File: config.mk
export PLATFORM = sky130hd
export DESIGN_NAME = arg_sequencer_flat
export DESIGN_NICKNAME = d
export VERILOG_FILES = /design/src/rtl/arg_sequencer_if.sv /design/src/rtl/arg_sequencer.sv /design/src/flat_wrapper.sv
export SDC_FILE = /design/constraint.sdc
export NUM_CORES = 1
export LEC_CHECK = 0
export ABC_AREA = 1
export CELL_PAD_IN_SITES_DETAIL_PLACEMENT = 1
export CELL_PAD_IN_SITES_GLOBAL_PLACEMENT = 2
export CORE_ASPECT_RATIO = 0.8
export CORE_MARGIN = 5
export CORE_UTILIZATION = 23
export CTS_CLUSTER_DIAMETER = 100
export DETAILED_ROUTE_END_ITERATION = 10
export PLACE_DENSITY_LB_ADDON = 0.1
export SLEW_MARGIN = 30
export SYNTH_ARGS = -nofsm -noshare
export SYNTH_HDL_FRONTEND = slang
export SYNTH_SLANG_ARGS = --single-unit
export TNS_END_PERCENT = 1
File: constraint.sdc
create_clock -name clk -period 2.3 [get_ports clk]
set_input_delay 0.46 -clock clk [delete_from_list [all_inputs] [get_ports clk]]
set_output_delay 0.46 -clock clk [all_outputs]
set_load 0.01 [all_outputs]
File: src/rtl/arg_sequencer_if.sv
// Handshake bundle between the argument sequencer and the argument subparser.
// The sequencer (master) starts a parse and names the slot being parsed;
// the subparser (slave) reports readiness, completion and the parsed values.
interface arg_sequencer_if #(
    parameter int NUM_BITS         = 8,
    parameter int PRECISE_NUM_BITS = 16
);
    typedef logic [7:0] char_t;

    logic                        sub_trigger;
    char_t                       arg_title;
    logic                        sub_rdy;
    logic                        sub_done;
    logic                        sub_success;
    logic                        sub_arg_too_big;
    logic                        sub_is_newline;
    logic [NUM_BITS-1:0]         sub_num;
    logic [PRECISE_NUM_BITS-1:0] sub_precise_num;

    modport master (
        output sub_trigger, arg_title,
        input  sub_rdy, sub_done, sub_success, sub_arg_too_big, sub_is_newline,
               sub_num, sub_precise_num
    );

    modport slave (
        input  sub_trigger, arg_title,
        output sub_rdy, sub_done, sub_success, sub_arg_too_big, sub_is_newline,
               sub_num, sub_precise_num
    );
endinterface

File: src/rtl/arg_sequencer.sv
// Walks the argument slots requested for one Gcode line (X, Y, I, J, lowest
// slot first), triggers the subparser once per slot, stores the parsed values
// and accumulates sticky error/line-end status. Everything advances only on
// clk_en cycles; the synchronous reset wins over clk_en.
module arg_sequencer #(
    parameter int NUM_BITS         = 8,
    parameter int PRECISE_NUM_BITS = 16,
    parameter int MAX_ARGS         = 4
) (
    input  logic                             clk,
    input  logic                             reset,
    input  logic                             clk_en,
    input  logic                             start,
    input  logic [MAX_ARGS-1:0]              arg_mask,
    output logic                             rdy,
    output logic                             done,
    arg_sequencer_if.master                  sub,
    output logic [MAX_ARGS*NUM_BITS-1:0]     nums,
    output logic [MAX_ARGS*PRECISE_NUM_BITS-1:0] precise_nums,
    output logic [MAX_ARGS-1:0]              found,
    output logic                             err_missing,
    output logic                             err_too_big,
    output logic                             line_end
);

    localparam int SLOT_W = (MAX_ARGS > 1) ? $clog2(MAX_ARGS) : 1;

    typedef enum logic [2:0] {
        S_IDLE,
        S_SELECT,
        S_TRIGGER,
        S_WAIT,
        S_DONE
    } state_t;

    state_t                              state_q, state_d;
    logic [MAX_ARGS-1:0]                 pending_q, pending_d;
    logic [MAX_ARGS*NUM_BITS-1:0]        nums_q, nums_d;
    logic [MAX_ARGS*PRECISE_NUM_BITS-1:0] precise_q, precise_d;
    logic [MAX_ARGS-1:0]                 found_q, found_d;
    logic                                err_missing_q, err_missing_d;
    logic                                err_too_big_q, err_too_big_d;
    logic                                line_end_q, line_end_d;
    logic                                trigger_c;
    logic [SLOT_W-1:0]                   cur_slot;

    // ASCII title of a slot; slots beyond J have no letter and show '?'.
    function automatic logic [7:0] slot_title(input logic [SLOT_W-1:0] slot);
        case (int'(slot))
            0:       slot_title = 8'h58;  // X
            1:       slot_title = 8'h59;  // Y
            2:       slot_title = 8'h49;  // I
            3:       slot_title = 8'h4A;  // J
            default: slot_title = 8'h3F;  // ?
        endcase
    endfunction

    // Current slot is the lowest still-pending bit; it cannot move between
    // SELECT and the sub_done that clears it, so the title stays stable.
    always_comb begin
        cur_slot = '0;
        for (int k = MAX_ARGS - 1; k >= 0; k--) begin
            if (pending_q[k]) cur_slot = SLOT_W'(k);
        end
    end

    // Next-state and datapath updates of the sequencing FSM.
    always_comb begin
        // NOTE: every variable gets a default first so no path leaves it unassigned (no latches).
        state_d       = state_q;
        pending_d     = pending_q;
        nums_d        = nums_q;
        precise_d     = precise_q;
        found_d       = found_q;
        err_missing_d = err_missing_q;
        err_too_big_d = err_too_big_q;
        line_end_d    = line_end_q;
        trigger_c     = 1'b0;

        case (state_q)
            S_IDLE: begin
                if (start) begin
                    pending_d     = arg_mask;
                    nums_d        = '0;
                    precise_d     = '0;
                    found_d       = '0;
                    err_missing_d = 1'b0;
                    err_too_big_d = 1'b0;
                    line_end_d    = 1'b0;
                    state_d       = S_SELECT;
                end
            end

            S_SELECT: begin
                if (line_end_q) begin
                    // The line ended early: whatever is still pending is missing.
                    if (pending_q != '0) err_missing_d = 1'b1;
                    pending_d = '0;
                    state_d   = S_DONE;
                end else if (pending_q == '0) begin
                    state_d = S_DONE;
                end else begin
                    state_d = S_TRIGGER;
                end
            end

            S_TRIGGER: begin
                if (sub.sub_rdy) begin
                    trigger_c = 1'b1;
                    state_d   = S_WAIT;
                end
            end

            S_WAIT: begin
                if (sub.sub_done) begin
                    pending_d[cur_slot] = 1'b0;
                    if (sub.sub_success && !sub.sub_arg_too_big) begin
                        nums_d[int'(cur_slot)*NUM_BITS +: NUM_BITS] = sub.sub_num;
                        precise_d[int'(cur_slot)*PRECISE_NUM_BITS +: PRECISE_NUM_BITS] =
                            sub.sub_precise_num;
                        found_d[cur_slot] = 1'b1;
                    end
                    if (sub.sub_arg_too_big) err_too_big_d = 1'b1;
                    if (!sub.sub_success)    err_missing_d = 1'b1;
                    if (sub.sub_is_newline)  line_end_d    = 1'b1;
                    state_d = S_SELECT;
                end
            end

            S_DONE: begin
                state_d = S_IDLE;
            end

            default: begin
                state_d = S_IDLE;
            end
        endcase
    end

    // State and result registers: reset first, otherwise advance only on clk_en.
    always_ff @(posedge clk) begin
        // NOTE: sequential state uses non-blocking assignments so every flop samples pre-edge values.
        if (reset) begin
            // NOTE: result registers are reset too, so after power-up the outputs read "nothing parsed".
            state_q       <= S_IDLE;
            pending_q     <= '0;
            nums_q        <= '0;
            precise_q     <= '0;
            found_q       <= '0;
            err_missing_q <= 1'b0;
            err_too_big_q <= 1'b0;
            line_end_q    <= 1'b0;
        end else if (clk_en) begin
            state_q       <= state_d;
            pending_q     <= pending_d;
            nums_q        <= nums_d;
            precise_q     <= precise_d;
            found_q       <= found_d;
            err_missing_q <= err_missing_d;
            err_too_big_q <= err_too_big_d;
            line_end_q    <= line_end_d;
        end
    end

    // The trigger is qualified by clk_en so it is seen exactly when the FSM leaves TRIGGER.
    assign sub.sub_trigger = trigger_c & clk_en;
    assign sub.arg_title   = slot_title(cur_slot);

    assign rdy          = (state_q == S_IDLE);
    assign done         = (state_q == S_DONE);
    assign nums         = nums_q;
    assign precise_nums = precise_q;
    assign found        = found_q;
    assign err_missing  = err_missing_q;
    assign err_too_big  = err_too_big_q;
    assign line_end     = line_end_q;

endmodule

File: src/flat_wrapper.sv
// flat-port wrapper written by rule: the top's interface ports become plain ports
module arg_sequencer_flat 
#(
    parameter int NUM_BITS         = 8,
    parameter int PRECISE_NUM_BITS = 16,
    parameter int MAX_ARGS         = 4
)
  (clk, reset, clk_en, start, arg_mask, rdy, done, nums, precise_nums, found, err_missing, err_too_big, line_end, sub_sub_trigger, sub_arg_title, sub_sub_rdy, sub_sub_done, sub_sub_success, sub_sub_arg_too_big, sub_sub_is_newline, sub_sub_num, sub_sub_precise_num);
  arg_sequencer_if #(.NUM_BITS(NUM_BITS), .PRECISE_NUM_BITS(PRECISE_NUM_BITS)) sub_i ();
  input  logic clk;
  input  logic reset;
  input  logic clk_en;
  input  logic start;
  input  logic [MAX_ARGS-1:0] arg_mask;
  output logic rdy;
  output logic done;
  output logic [MAX_ARGS*NUM_BITS-1:0] nums;
  output logic [MAX_ARGS*PRECISE_NUM_BITS-1:0] precise_nums;
  output logic [MAX_ARGS-1:0] found;
  output logic err_missing;
  output logic err_too_big;
  output logic line_end;
  output wire logic [$bits(sub_i.sub_trigger)-1:0] sub_sub_trigger;
  output wire logic [$bits(sub_i.arg_title)-1:0] sub_arg_title;
  input wire logic [$bits(sub_i.sub_rdy)-1:0] sub_sub_rdy;
  input wire logic [$bits(sub_i.sub_done)-1:0] sub_sub_done;
  input wire logic [$bits(sub_i.sub_success)-1:0] sub_sub_success;
  input wire logic [$bits(sub_i.sub_arg_too_big)-1:0] sub_sub_arg_too_big;
  input wire logic [$bits(sub_i.sub_is_newline)-1:0] sub_sub_is_newline;
  input wire logic [$bits(sub_i.sub_num)-1:0] sub_sub_num;
  input wire logic [$bits(sub_i.sub_precise_num)-1:0] sub_sub_precise_num;
  assign sub_sub_trigger = sub_i.sub_trigger;
  assign sub_arg_title = sub_i.arg_title;
  assign sub_i.sub_rdy = sub_sub_rdy;
  assign sub_i.sub_done = sub_sub_done;
  assign sub_i.sub_success = sub_sub_success;
  assign sub_i.sub_arg_too_big = sub_sub_arg_too_big;
  assign sub_i.sub_is_newline = sub_sub_is_newline;
  assign sub_i.sub_num = sub_sub_num;
  assign sub_i.sub_precise_num = sub_sub_precise_num;
  arg_sequencer #(.NUM_BITS(NUM_BITS), .PRECISE_NUM_BITS(PRECISE_NUM_BITS), .MAX_ARGS(MAX_ARGS)) u_core (.clk(clk), .reset(reset), .clk_en(clk_en), .start(start), .arg_mask(arg_mask), .rdy(rdy), .done(done), .sub(sub_i), .nums(nums), .precise_nums(precise_nums), .found(found), .err_missing(err_missing), .err_too_big(err_too_big), .line_end(line_end));
endmodule
==> metrics, run 1 <==
max-capacitance violation count=0; clock latency of the later-clocked register in the worst-skew pair=0.37 ns; Non-Filler Instances=1,557; Min Clock Period, post-route=2.20 ns; GR Overflow Total=0; Die Y-Extent=158 um; clock tree buffer depth=2; post-synth design cell area=6310 um^2; aggregate negative setup slack=0 ns; leak pwr=0.00406 uW; Hold Vio Cnt, Final=0; area of the core=27,200 um^2; worst hold path depth=2; ANT cells=0; unrepaired setup endpoints after global routing=no; ratio of cells with drive above 1 in the final layout=7.12%; Max Freq=454 MHz; largest net degree at the start of global routing=52; count of input and output buffers=145; global-route wire length before repair=38,300 um; final wirelength=24,300 um; number of different library cells in the post-synthesis netlist=26; R2R Setup Slk=0.20 ns; DR DRC count=0; clk root buf=sky130_fd_sc_hd__clkbuf_16; initial DRC count=211; library cell with the largest summed area after synthesis=sky130_fd_sc_hd__dfxtp_1; Final period util=95.8%; standard-cell rows=54; count of nets left with antenna violations after detail routing=0; cell count after placement=1,541; Synth Warn #=0; max-slew violations=0; status=complete, no violations; Post-layout nets=1,233; Max IR drop VDD=0.361 mV; register area share after synthesis=34.9%; total global-route track usage=16.0%; TritonCTS buffer count=9; area of the die=30,900 um^2; arrival time reported for the critical path endpoint=1.74 ns; num ports=151; routability-driven placement congestion ratio=0.748; maximum fanout along the worst path=5; type of the tightest min-delay check=reg -> reg; cells taking the most area after synthesis=sky130_fd_sc_hd__dfxtp_1, sky130_fd_sc_hd__nand2_1, sky130_fd_sc_hd__nand3_1; via count of the first global-routing pass=6,528; first-pass detailed-route iteration total=4; number of clock sinks=110; HPWL reported at the end of detailed placement=18,200 um; critical setup path kind=reg -> out; top library cells by usage in the layout, fill and taps aside=sky130_fd_sc_hd__nand2_1, sky130_fd_sc_hd__inv_1, sky130_fd_sc_hd__nand3_1; via count normalized by instance count=4.16; number of fill cells=3,479; power density over the cells=749 nW/um^2; instance area after placement=8250 um^2; Area Overhead vs Synth=35.4%; Worst-Margin Slew=0.525 ns; worst setup slack before clock tree synthesis=0.122 ns; area share of the largest cell type after synthesis=34.9%; H-tree depth reported by CTS=3; critical path launch point type=flip-flop; Clock Pin Slew Worst Setup and Hold Paths=0.08 ns; worst-case headroom to the max-slew limit=65.0%; TritonCTS clock tree=yes; endpoint required time on the critical path=1.84 ns; most common library cell in the layout ignoring fill and taps=sky130_fd_sc_hd__nand2_1; average cell area after synthesis=5.93 um^2; Initial Util=23.2%; post-route cell area=8550 um^2; number of instances in the synthesized netlist=1,065; number of buffers added to fix hold violations after cts=0; number of register bits inferred by synthesis=110; worst r2r path cells=12; least setup slack across all paths after layout=0.0959 ns; antenna violations before repair=2; Avg WL per Cell=15.6 um; category of the worst setup path capture point=output pin; overall power after layout=6400 uW; Setup Skew=0.00484 ns; final number of setup-violating endpoints=0; vias post-DR=6,471; die width=195 um
[report_power, final]
group / leakage [uW] / switching [uW] / total, uW / internal [uW]
sequential: 0.000903 / 160 / 2320 / 2160
combinational: 0.00302 / 1460 / 2480 / 1020
clock: 0.000134 / 846 / 1600 / 753
total: 0.00406 / 2470 / 6400 / 3940
[stage by stage]
stage	utilization [%]	hold slack [ns]
after floorplan	-	0.454
after CTS	31.4	0.455
after global routing	31.5	0.479
after global placement	30.4	0.441
final	31.5	0.449
after detailed placement	30.4	0.442
[registers in the layout (all words and copies together) (netlist names)]
name,cells
u_core.found,4
u_core.pending_q,4
u_core.precise_nums,64
u_core.nums,32
u_core.err_too_big,1
u_core.state_q,3
u_core.err_missing,1
u_core.line_end,1
[synthesized netlist by cell type]
master and instances:
sky130_fd_sc_hd__nor2_4 1, sky130_fd_sc_hd__inv_2 15, sky130_fd_sc_hd__nor2_2 1, sky130_fd_sc_hd__nand3b_1 1, sky130_fd_sc_hd__nand3_1 197, sky130_fd_sc_hd__nand2_4 2, sky130_fd_sc_hd__buf_4 10, sky130_fd_sc_hd__dfxtp_1 110
sky130_fd_sc_hd__ha_1 8, sky130_fd_sc_hd__nor2_1 131, sky130_fd_sc_hd__nor3_1 3, sky130_fd_sc_hd__clkbuf_1 30, sky130_fd_sc_hd__clkbuf_2 1, sky130_fd_sc_hd__nand4_1 1, sky130_fd_sc_hd__or2_0 2, sky130_fd_sc_hd__or2_2 2
sky130_fd_sc_hd__conb_1 2, sky130_fd_sc_hd__buf_2 20, sky130_fd_sc_hd__nor3b_1 1, sky130_fd_sc_hd__o21ai_0 6, sky130_fd_sc_hd__a21oi_1 14, sky130_fd_sc_hd__buf_6 7, sky130_fd_sc_hd__inv_1 222, sky130_fd_sc_hd__buf_1 3
sky130_fd_sc_hd__nand3_2 3, sky130_fd_sc_hd__nand2_1 272
[worst paths after layout]
check | endpoint | startpoint
hold / removal | u_core.found[2] | u_core.found[2]
setup reg to reg | u_core.precise_nums[14] | u_core.pending_q[2]
hold reg to reg | u_core.found[2] | u_core.found[2]
setup / recovery | sub_sub_trigger | u_core.state_q[2]
[routing by layer]
metal  vias to the layer above  wire length, um  track usage [%]
li1                       3370                -                -
met1                      2981            12800             22.9
met2                        96            10300             24.9
met3                        20              916             3.57
met4                         4              274             3.66
met5                         -               21                0
[final cells by class]
type / count / area (um^2) / share of cell area [%]
clock inverters: 7 / 57.6 / 0.673
repair buffers: 180 / 1840 / 21.5
inverters: 237 / 890 / 10.4
flip-flops and latches: 110 / 2200 / 25.8
multi-input cells: 650 / 2880 / 33.7
clock buffers: 9 / 225 / 2.63
well taps: 364 / 455 / 5.33
[worst max-delay path, cell delays in order, from the launching register on]
cell	delay, ns
sky130_fd_sc_hd__dfxtp_1	0.39
sky130_fd_sc_hd__inv_2	0.13
sky130_fd_sc_hd__nand3_1	0.18
sky130_fd_sc_hd__nor2_1	0.13
sky130_fd_sc_hd__clkdlybuf4s50_1	0.54
[cell families after synthesis]
kind of cell	synth area share [%]
flip-flops	34.9
other	0.119
adder cells (fa/ha/maj)	1.59
AO/OA/AOI/OAI	1.59
buffers and inverters	20.2
AND/OR/NAND/NOR	41.7
[what timing repair did]
action                     in CTS  in global routing
setup buffers                   0                  0
gates resized for setup         6                  6
setup endpoints to repair       3                 21
No activity file was read; power rests on OpenSTA's default activity.
==> inputs of run 2 (changes only) <==
--- a/config.mk
+++ b/config.mk
@@ -6,9 +6,10 @@
 export NUM_CORES = 1
 export LEC_CHECK = 0
 export ABC_AREA = 1
+export ABC_CLOCK_PERIOD_IN_PS = 2300
 export CELL_PAD_IN_SITES_DETAIL_PLACEMENT = 1
 export CELL_PAD_IN_SITES_GLOBAL_PLACEMENT = 2
-export CORE_ASPECT_RATIO = 0.8
+export CORE_ASPECT_RATIO = 1.4
 export CORE_MARGIN = 5
 export CORE_UTILIZATION = 23
 export CTS_CLUSTER_DIAMETER = 100
==> run 2 against run 1 <==
- core utilization up 0.11 points
- clock power up 3%
- sequential power about the same
- non-clock buffer count is 3 lower
==> metrics, run 2 (synthesis gave the netlist of run 1 again) <==
Final period util=95.2% (-0.63 points); H-tree depth reported by CTS=3 (unchanged); Clock Pin Slew Worst Setup and Hold Paths=0.07 ns (about the same); count of nets left with antenna violations after detail routing=0 (unchanged); TritonCTS buffer count=9 (unchanged); total global-route track usage=15.1% (-0.97 points); max-slew violations=0 (unchanged); count of buffering cells on the critical path with inverters included=2 (unchanged); instance area after placement=8230 um^2 (-0.23%); final wirelength=23,000 um (-5.6%); share of power burned in the clock network=25.8% (+0.8 points); endpoint required time on the critical path=1.84 ns (about the same); initial DRC count=232 (+10%); standard-cell rows=71 (+31%); leak pwr=0.00405 uW (-0.23%); worst hold path depth=2 (unchanged); worst r2r path cells=11 (-1); switching share of power=36.5% (-2.0 points); cell breakdown of the critical path=nor2_1 -> nor3_2 -> inv_1 -> ha_1 -> dlygate4sd2_1; Min Clock Period, post-route=2.19 ns (-0.0145 ns); Worst-Margin Slew=0.501 ns (-0.0241 ns); number of clock sinks=110 (unchanged); top library cells by usage in the layout, fill and taps aside=sky130_fd_sc_hd__nand2_1, sky130_fd_sc_hd__inv_1, sky130_fd_sc_hd__nand3_1; number of buffers added to fix hold violations after cts=0 (unchanged); first-pass detailed-route iteration total=4 (unchanged); antenna violations before repair=0 (-2); Max IR drop VDD=0.358 mV (-0.89%); num ports=151 (unchanged); Hold Vio Cnt, Final=0 (unchanged); Die Y-Extent=206 um (+30%); arrival time reported for the critical path endpoint=1.73 ns (about the same); final number of setup-violating endpoints=0 (unchanged); via count normalized by instance count=4.13 (-0.60%); Initial Util=23.4% (+0.13 points); Final Util=31.6% (+0.11 points); ANT cells=0 (unchanged); HPWL reported at the end of detailed placement=17,600 um (-3.7%); via count of the first global-routing pass=6,634 (+1.6%); unrepaired setup endpoints after global routing=yes; clk root buf=sky130_fd_sc_hd__clkbuf_16; Sequential Power Share=36.3% (about the same); Setup Skew=0.00863 ns (+0.00379 ns); Min-Delay Startpoint=u_core.found[0]; critical setup path kind=reg -> out; clock latency of the later-clocked register in the worst-skew pair=0.37 ns (about the same); status=complete, no violations; clock tree buffer depth=2 (unchanged); critical path depth in cells=5 (+1); global-route wire length before repair=35,900 um (-6.3%); routability-driven placement congestion ratio=0.728 (-2.7%); number of fill cells=3,563 (+2.4%); Critical-path top delay cell=sky130_fd_sc_hd__dfxtp_2; area of the die=30,900 um^2 (about the same); TritonCTS clock tree=yes; number of flip-flops in the largest register=64 (unchanged); maximum fanout along the worst path=4 (-1); category of the worst setup path capture point=output pin; Max Freq=457 MHz (+0.66%); internal power consumption=4050 uW (+3.0%); die width=150 um (-23%); critical path launch point type=flip-flop; worst reg2reg path startpoint=u_core.pending_q[3]; cell type group with the largest total delay on the critical path=buffers and inverters; power density over the cells=749 nW/um^2 (about the same); DR DRC count=0 (unchanged); worst-case headroom to the max-slew limit=66.6% (+1.6 points); vias post-DR=6,420 (-0.79%); post-route cell area=8530 um^2 (-0.22%); Post-layout nets=1,230 (-0.24%); NetSw=2340 uW (-5.3%); count of input and output buffers=145 (unchanged); largest net degree at the start of global routing=72 (+38%); Crit. Startpoint=u_core.pending_q[3]; Logic pwr share=38.0% (-0.8 points); area of the core=27,000 um^2 (-0.57%); GR Overflow Total=0 (unchanged); type of the tightest min-delay check=reg -> reg; ratio of cells with drive above 1 in the final layout=6.64% (-0.48 points); most common library cell in the layout ignoring fill and taps=sky130_fd_sc_hd__nand2_1; Area Overhead vs Synth=35.1%; max-capacitance violation count=0 (unchanged); delay contributed by the slowest stage of the critical path=0.36 ns (-0.18 ns); Avg WL per Cell=14.8 um (-5.4%)
run 2: cell type report:
| class | instances | area, um^2 | share of cell area (%) |
|---|---|---|---|
| clock buffer | 12 | 246 | 2.89 |
| inverter | 237 | 890 | 10.4 |
| multi-input combinational | 650 | 2870 | 33.7 |
| tap | 365 | 457 | 5.35 |
| timing repair buffer | 177 | 1810 | 21.3 |
| clock inverter | 3 | 45.0 | 0.528 |
| sequential | 110 | 2200 | 25.8 |
run 2: per-layer routing:
layer  vias to the layer above  part of all wire, %  track usage (%)
li1                       3361                    -                -
met1                      2933                   41             17.0
met2                       103                   53             28.3
met3                        23                  4.3             3.09
met4                         0                  1.6             4.32
met5                         -                    0                0
run 2: through the flow:
step	hold slack [ns]	setup slack, ns	TNS (ns)	instances	power [uW]
floorplan	0.454	0.0567	0	1068	3740
global placement	0.441	0.105	0	1539	4850
detailed placement	0.445	0.137	0	1539	4860
CTS	0.456	0.00602	0	1554	6570
global route	0.476	-0.0166	-0.0351	1554	6910
finish	0.451	0.110	0	1554	6390
run 2: final timing paths:
| path | endpoint | slack [ns] |
|---|---|---|
| worst max-delay path | sub_arg_title[0] | 0.11 |
| worst min-delay path | u_core.found[0] | 0.45 |
| worst max register to register | u_core.nums[2] | 0.23 |
| worst min register to register | u_core.found[0] | 0.45 |
run 2: repair_timing:
action	4_1_cts	5_1_grt
buffers inserted	0	0
hold endpoints to repair	0	0
setup endpoints to repair	2	12
gates resized for setup	5	4
run 2: worst min-delay path: stages (launching register included):
cell	delay, ns
sky130_fd_sc_hd__dfxtp_1	0.31
sky130_fd_sc_hd__inv_1	0.05
sky130_fd_sc_hd__a21oi_1	0.05
run 2: power by group through the flow:
stage	combinational (uW)	clock, uW	sequential, uW
global route	2750	1800	2360
floorplan	1300	0	2440
detailed placement	2490	0	2370
CTS	2500	1740	2330
global placement	2480	0	2370
finish	2430	1650	2320
==> inputs of run 3 (changes only) <==
--- a/config.mk
+++ b/config.mk
@@ -14,6 +14,7 @@
 export CORE_UTILIZATION = 23
 export CTS_CLUSTER_DIAMETER = 100
 export DETAILED_ROUTE_END_ITERATION = 10
+export MAX_ROUTING_LAYER = met4
 export PLACE_DENSITY_LB_ADDON = 0.1
 export SLEW_MARGIN = 30
 export SYNTH_ARGS = -nofsm -noshare
==> run 3 against run 2 <==
- combinational power about the same
- largest power group unchanged
- die area unchanged
- first-iteration DRC count increased by 9.1%
- clock power about the same
- via count increased by 0.40%
- final area unchanged
- largest cell class unchanged
- global-route usage increased by 0.43 points
- count of clock-buffer cells in the layout unchanged
- register-to-register slack about the same
==> metrics, run 3 (synthesis gave the netlist of run 1 again) <==
status=complete, no violations; worst hold margin=0.451 ns (+0.0000680 ns); internal power consumption=4050 uW (about the same); number of clock sinks=110 (unchanged); routability-driven placement congestion ratio=0.737 (+1.2%); Post-CTS Setup Inserts=0 (unchanged); global-route wire length before repair=35,900 um (-0.15%); HPWL reported at the end of detailed placement=17,600 um (unchanged); maximum fanout along the worst path=4 (unchanged); GR Overflow Total=0 (unchanged); top library cells by usage in the layout, fill and taps aside=sky130_fd_sc_hd__nand2_1, sky130_fd_sc_hd__inv_1, sky130_fd_sc_hd__nand3_1; clock tree buffer depth=2 (unchanged); num ports=151 (unchanged); first-pass detailed-route iteration total=6 (+2); via count normalized by instance count=4.15 (+0.40%); standard-cell rows=71 (unchanged); Max Freq=456 MHz (about the same); leak pwr=0.00405 uW (unchanged); TritonCTS clock tree=yes; ANT cells=0 (unchanged); count of input and output buffers=145 (unchanged); TritonCTS buffer count=9 (unchanged); Die Y-Extent=206 um (unchanged); endpoint required time on the critical path=1.84 ns (about the same); Clock Pin Slew Worst Setup and Hold Paths=0.07 ns (about the same); via count of the first global-routing pass=6,661 (+0.41%); Hold Vio Cnt, Final=0 (unchanged); power density over the cells=749 nW/um^2 (about the same); final number of setup-violating endpoints=0 (unchanged); Initial Util=23.4% (unchanged); total global-route track usage=15.5% (+0.43 points); Area Overhead vs Synth=35.1% (unchanged); area of the die=30,900 um^2 (unchanged); unrepaired setup endpoints after global routing=yes; arrival time reported for the critical path endpoint=1.73 ns (about the same); DR DRC count=0 (unchanged); critical path launch point type=flip-flop; critical setup path kind=reg -> out; Post-layout nets=1,230 (unchanged); type of the tightest min-delay check=reg -> reg; count of nets left with antenna violations after detail routing=0 (unchanged); share of power burned in the clock network=25.7% (about the same); final wirelength=23,000 um (about the same); switching share of power=36.5% (about the same); Min Clock Period, post-route=2.19 ns (+0.00150 ns); antenna violations before repair=0 (unchanged); max-slew violations=0 (unchanged); aggregate negative setup slack=0 ns (unchanged); area of the core=27,000 um^2 (unchanged); overall power after layout=6390 uW (about the same); NetSw=2330 uW (-0.16%); most common library cell in the layout ignoring fill and taps=sky130_fd_sc_hd__nand2_1; largest net degree at the start of global routing=72 (unchanged); Logic pwr share=38.0% (about the same); Final period util=95.3% (about the same); Avg WL per Cell=14.8 um (about the same); vias post-DR=6,446 (+0.40%); Sequential Power Share=36.3% (about the same); clk root buf=sky130_fd_sc_hd__clkbuf_16; clock latency of the later-clocked register in the worst-skew pair=0.37 ns (about the same); H-tree depth reported by CTS=3 (unchanged); Max IR drop VDD=0.357 mV (-0.48%); ratio of cells with drive above 1 in the final layout=6.64% (unchanged); category of the worst setup path capture point=output pin; number of buffers added to fix hold violations after cts=0 (unchanged); max-capacitance violation count=0 (unchanged); Setup Skew=0.00937 ns (+0.000739 ns); die width=150 um (unchanged); initial DRC count=253 (+9.1%); number of flip-flops in the largest register=64 (unchanged)
[run 3: cell counts in the layout (fill, tap and decap cells not counted)]
Identical to the previous run, type by type.
[run 3: final cells by class]
type                    count  area (um^2)
clock inverters             3         45.0
multi-input cells         650         2870
well taps                 365          457
fillers                  3563        18500
repair buffers            177         1810
inverters                 237          890
flip-flops and latches    110         2200
clock buffers              12          246
[run 3: power by group through the flow]
stage               clock, uW  sequential [uW]  combinational (uW)
finish                   1640             2320                2430
CTS                      1740             2330                2500
detailed placement          0             2370                2490
global placement            0             2370                2480
global route             1800             2360                2750
floorplan                   0             2440                1300
[run 3: path summary, 6_finish.rpt]
path	startpoint	to	slack, ns	depth (start not counted)
setup / recovery	u_core.pending_q[3]	sub_arg_title[0]	0.11	5
hold / removal	u_core.found[0]	u_core.found[0]	0.45	2
setup reg to reg	u_core.pending_q[3]	u_core.nums[2]	0.23	11
hold reg to reg	u_core.found[0]	u_core.found[0]	0.45	2
[run 3: worst max-delay path, cell delays in order, from the launching register on]
cell                            delay [ns]
sky130_fd_sc_hd__dfxtp_2              0.36
sky130_fd_sc_hd__nor2_1               0.07
sky130_fd_sc_hd__nor3_2               0.13
sky130_fd_sc_hd__inv_1                0.12
sky130_fd_sc_hd__ha_1                 0.36
sky130_fd_sc_hd__dlygate4sd2_1        0.32
[run 3: routing by layer]
metal	GRT usage [%]	vias to the layer above	routed length [um]
li1	-	3362	-
met1	17.2	2956	9400
met2	28.3	109	12300
met3	2.87	19	978
met4	4.32	0	342
met5	-	-	0
[run 3: metrics by stage]
stage	worst slack (ns)	std cells	instance area [um^2]	utilization (%)
2_1_floorplan	0.0567	1068	6330	-
3_3_place_gp	0.105	1539	8230	30.5
3_5_place_dp	0.137	1539	8230	30.5
4_1_cts	0.00602	1554	8520	31.6
5_1_grt	-0.0153	1554	8530	31.6
6_report	0.109	1554	8530	31.6
[run 3: what timing repair did]
item                                    4_1_cts  5_1_grt
endpoints found under the hold margin         0        0
gates resized for setup                       5        4
pin swaps                                     0        0
endpoints found under the setup margin        2       12
